[src/rtl/cnn_frame_ctrl.sv]
// cnn_frame_ctrl: gates one frame of ADC samples into the CNN pipeline, waits for its result, tracks tool wear
module cnn_frame_ctrl #(
  parameter int ADC_WIDTH      = 12,
  parameter int FRAME_SAMPLES  = 102400,
  parameter int TIMEOUT_CYCLES = 4096,
  parameter int ALARM_COUNT    = 3
) (
  input  logic                 clk,
  input  logic                 rst,
  input  logic                 start,
  input  logic                 continuous,
  input  logic                 abort,
  input  logic                 adc_valid_in,
  input  logic [ADC_WIDTH-1:0] adc_data_in,
  output logic                 cnn_valid_in,
  input  logic                 cnn_ready_in,
  output logic [ADC_WIDTH-1:0] cnn_data_in,
  input  logic                 cnn_result_valid,
  input  logic                 cnn_result,
  output logic                 busy,
  output logic                 frame_done,
  output logic                 condition,
  output logic                 wear_alarm,
  output logic                 overrun,
  output logic                 timeout_err
);
  localparam int SW = $clog2(FRAME_SAMPLES) + 1;
  localparam int TW = $clog2(TIMEOUT_CYCLES) + 1;
  localparam int WW = $clog2(ALARM_COUNT) + 1;
  typedef enum logic [1:0] {IDLE, STREAM, WAIT_RESULT, DONE} state_t;
  state_t state;
  logic [SW-1:0] sample_cnt;
  logic [TW-1:0] timeout_cnt;
  logic [WW-1:0] wear_cnt, wear_nxt;
  logic streaming, accept;
  assign streaming    = state == STREAM;
  assign accept       = streaming && adc_valid_in && cnn_ready_in;
  assign cnn_valid_in = streaming && adc_valid_in;
  assign cnn_data_in  = streaming ? adc_data_in : '0;
  assign wear_nxt     = !cnn_result ? '0 :
                        wear_cnt >= WW'(ALARM_COUNT) ? wear_cnt : wear_cnt + 1'b1;
  // busy spans the whole frame including its DONE cycle, so it drops after frame_done
  always_ff @(posedge clk or negedge rst)
    if (!rst) begin
      state       <= IDLE;
      sample_cnt  <= '0;
      timeout_cnt <= '0;
      wear_cnt    <= '0;
      busy        <= 1'b0;
      frame_done  <= 1'b0;
      condition   <= 1'b0;
      wear_alarm  <= 1'b0;
      overrun     <= 1'b0;
      timeout_err <= 1'b0;
    end else begin
      frame_done <= 1'b0;
      if (abort) begin
        state       <= IDLE;
        busy        <= 1'b0;
        sample_cnt  <= '0;
        timeout_cnt <= '0;
      end else
        case (state)
          IDLE:
            if (start) begin
              state       <= STREAM;
              busy        <= 1'b1;
              sample_cnt  <= '0;
              timeout_cnt <= '0;
              overrun     <= 1'b0;
              timeout_err <= 1'b0;
            end
          STREAM: begin
            if (adc_valid_in && !cnn_ready_in) overrun <= 1'b1;
            if (accept) begin
              sample_cnt <= sample_cnt + 1'b1;
              if (sample_cnt == SW'(FRAME_SAMPLES - 1)) state <= WAIT_RESULT;
            end
          end
          WAIT_RESULT:
            if (cnn_result_valid) begin
              state      <= DONE;
              frame_done <= 1'b1;
              condition  <= cnn_result;
              wear_cnt   <= wear_nxt;
              wear_alarm <= wear_nxt >= WW'(ALARM_COUNT);
            end else if (timeout_cnt == TW'(TIMEOUT_CYCLES - 1)) begin
              state       <= IDLE;
              busy        <= 1'b0;
              timeout_err <= 1'b1;
            end else
              timeout_cnt <= timeout_cnt + 1'b1;
          DONE: begin
            state       <= continuous ? STREAM : IDLE;
            busy        <= continuous;
            sample_cnt  <= '0;
            timeout_cnt <= '0;
          end
          default: state <= IDLE;
        endcase
    end
endmodule

[config.mk]
export PLATFORM = sky130hd
export DESIGN_NAME = cnn_frame_ctrl
export DESIGN_NICKNAME = d
export VERILOG_FILES = /design/src/rtl/cnn_frame_ctrl.sv
export SDC_FILE = /design/constraint.sdc
export NUM_CORES = 1
export LEC_CHECK = 0
export BUFFER_PORTS_ARGS = -buffer_cell sky130_fd_sc_hd__buf_2
export CORE_UTILIZATION = 40
export DETAILED_ROUTE_END_ITERATION = 8
export PLACE_DENSITY = 0.59
export SLEW_MARGIN = 20
export SYNTH_ARGS = -nofsm -noshare
export SYNTH_HDL_FRONTEND = slang
export SYNTH_SLANG_ARGS = --single-unit
[constraint.sdc]
create_clock -name clk -period 2.43 [get_ports clk]
set_input_delay 0.486 -clock clk [delete_from_list [all_inputs] [get_ports clk]]
set_output_delay 0.486 -clock clk [all_outputs]
set_load 0.1 [all_outputs]
==> flow_metrics.env <==
export IMPL_ys_seq_elements=42
export IMPL_cts_setup_buffers=0
export IMPL_path_max_fanout=14
export IMPL_core_area_mm2=0.00592
export IMPL_htreeDepth=2
export IMPL_cts_root_buf="clkbuf_8"
export IMPL_drt_total_wl_um=5320
export IMPL_io_pins=40
export IMPL_finalCritPeriodShare=0.935
export IMPL_die_w_um=80.4
export IMPL_hold_viol=0
export IMPL_grt_pass1_wl_um=9140
export IMPL_place_congestion=0.813
export IMPL_syn_cell_area_mm2=0.00246
export IMPL_first_pass_iters=4
export IMPL_min_path_type="input pin to async pin"
export IMPL_r2r_setup_slack_ns=0.30
export IMPL_endpoint="cnn_data_in[5]"
export IMPL_clock_skew_ns=0.00963
export IMPL_yosysWarnings=0
export IMPL_synthXorXnorAreaFrac=0.0392
export IMPL_die_area_mm2=0.00646
export IMPL_worstSetupStartpoint="state[1]"
export IMPL_avgSynthCellArea_um2=9.00
export IMPL_critPathKind="flop to primary output"
export IMPL_layout_drive_gt1_share=0.186
export IMPL_power_density_mw_per_mm2=987
export IMPL_sw_frac_of_total=0.520
export IMPL_synth_fp_nets=302
export IMPL_p_total_mw=2.81
export IMPL_final_net_count=346
export IMPL_synthCells=273
export IMPL_clkLatencyLatePin_ns=0.29
export IMPL_clkSinkCount=42
export IMPL_slew_viol_final=0
export IMPL_r2r_end="timeout_cnt[5]"
export IMPL_tns_ns=0
export IMPL_p_comb_frac=0.545
export IMPL_drt_iter0_markers=97
export IMPL_grt_max_degree=24
export IMPL_whs_ns=0.174
export IMPL_p_leak_nw=1.22
export IMPL_synthTopCellsByArea="dfrtp_1, o21ai_0, nand2_1"
export IMPL_grt_use_total=0.181
export IMPL_cp_start_kind="flop"
export IMPL_setup_slack_ns=0.157
export IMPL_cts_tree="done"
export IMPL_synth_most_common_cell="dfrtp_1"
export IMPL_synth_compound_area_share=0.170
export IMPL_num_antenna_cells=0
export IMPL_drc=0
export IMPL_ir_drop_mv=0.744
export IMPL_fillerInstances=570
export IMPL_status="completed"
export IMPL_hpwl_um=3930
export IMPL_synthArstFlopShare=1.00
export IMPL_reg2reg_depth=7
export IMPL_vias=2125
export IMPL_synth_top_cell_area_share=0.428
export IMPL_area_delta_synth_final_pct=15.8
export IMPL_arrival_ns=1.79
export IMPL_synthSimpleGateAreaFrac=0.294
export IMPL_ys_flop_type="dfrtp_1"
export IMPL_end_kind="primary output"
export IMPL_synth_distinct_cells=44
export IMPL_yosys_area_top_type="dfrtp_1"
export IMPL_cap_violations=0
export IMPL_clock_path_buffers=2
export IMPL_port_buffers=39
export IMPL_seq_power_share=0.301
export IMPL_start_util=0.415
export IMPL_switchingPower_mw=1.46
export IMPL_antenna_found_initial=0
export IMPL_synthTopCellsByCount="dfrtp_1, nand2_1, nor2_1, o21ai_0"
export IMPL_timing_fmax_mhz=440
export IMPL_synth_fa_ha_area_frac=0.0408
export IMPL_slew_headroom=0.510
export IMPL_clkTransAtPathRegs_ns=0.08
export IMPL_avgViaCountPerCell=5.42
export IMPL_yosysSeqAreaShare=0.428
export IMPL_cp_required_ns=1.94
export IMPL_pre_cts_ws_ns=0.318
export IMPL_wl_per_cell_um=13.6
export IMPL_synth_top_family_by_area="simple AND/OR/NAND/NOR gates"
export IMPL_grt_setup_unrepaired="no"
export IMPL_worstMarginPinSlew_ns=0.733
export IMPL_synthMuxAreaShare=0.00611
export IMPL_fin_crit_ns=2.27
export IMPL_cts_buffers=5
export IMPL_overflow=0
export IMPL_p_clk_frac=0.154
export IMPL_die_h_um=80.4
export IMPL_hold_buffers=0
export IMPL_p_int_mw=1.35
export IMPL_setup_violations=0
export IMPL_r2r_start="state[0]"
export IMPL_grt_pass1_vias=1956
export IMPL_rows=28
export IMPL_synth_edf_count=0
export IMPL_ant_nets=0
export IMPL_cts_resized=0
[cell families (layout without fill, tap and decap cells)]
group,Yosys count,after routing
XOR/XNOR,11,11
multiplexers,1,1
buffers and inverters,13,57
AO/OA/AOI/OAI,68,68
flip-flops,42,42
adder cells (fa/ha/maj),8,8
AND/OR/NAND/NOR,130,130
[critical path, stage by stage (launching register included)]
cell and delay (ns):
dfrtp_1 0.42, inv_1 0.13, ha_1 0.22, buf_4 0.18, and2_1 0.13, buf_2 0.42
[final cells by class]
class                   count  area, um2  share of cell area
multi-input cells         218       1350               0.475
flip-flops and latches     42       1050               0.370
repair buffers             44        245              0.0862
well taps                  75       93.8              0.0330
clock buffers               6       72.6              0.0255
inverters                   6       22.5             0.00792
clock inverters             1       7.51             0.00264
[routing by layer]
metal / share of wire / vias to the layer above / GRT usage
met4: 0.012 / 0 / 0.0482
li1: - / 1079 / -
met5: 0 / - / 0
met3: 0.054 / 5 / 0.0398
met1: 0.48 / 986 / 0.243
met2: 0.45 / 55 / 0.294
[worst min-delay path by stage]
stage,start,endpoint,slack (ns),depth (start not counted)
floorplan,rst,busy,0.19,0
global placement,condition,condition,0.47,2
detailed placement,condition,condition,0.46,2
CTS,rst,sample_cnt[12],0.18,1
global route,rst,sample_cnt[14],0.21,1
finish,rst,sample_cnt[12],0.17,1
[state kept, by name, summed over array words and instances (netlist names)]
| register | flops |
|---|---|
| sample_cnt | 18 |
| timeout_cnt | 13 |
| wear_cnt | 3 |
| state | 2 |
| busy | 1 |
| condition | 1 |
| frame_done | 1 |
| overrun | 1 |
| timeout_err | 1 |
| wear_alarm | 1 |
[per-stage QoR]
stage | std cells | utilization | cell area, um2
global route | 392 | 0.480 | 2840
CTS | 392 | 0.480 | 2840
floorplan | 273 | - | 2460
global placement | 385 | 0.467 | 2760
detailed placement | 385 | 0.467 | 2760
finish | 392 | 0.480 | 2840
[power groups by stage]
stage          Clock (mW)  Combinational, mW  Sequential [mW]
2_1_floorplan           0               1.02             1.07
3_3_place_gp            0               1.53            0.854
3_5_place_dp            0               1.54            0.856
4_1_cts             0.453               1.54            0.844
5_1_grt             0.474               1.65            0.855
6_report            0.432               1.53            0.844
[placed cells by master, fill, tap and decap left out, drive strengths merged]
master	instances
buf	44
dfrtp	42
nand2	29
o21ai	25
nor2	24
and2	15
a21oi	15
xnor2	11
nor3	11
nand2b	9
nor4	9
o31ai	8
ha	8
or3	8
a31oi	8
nand3	7
inv	6
clkbuf	6
nand4	5
nor2b	3
and4	3
or4	3
o41ai	2
a211oi	2
o21a	2
a21o	1
a21bo	1
nor3b	1
a32o	1
a221oi	1
nand3b	1
nor4b	1
o211ai	1
and3	1
mux2	1
o31a	1
clkinvlp	1
Power figures use the tool's default switching activity.
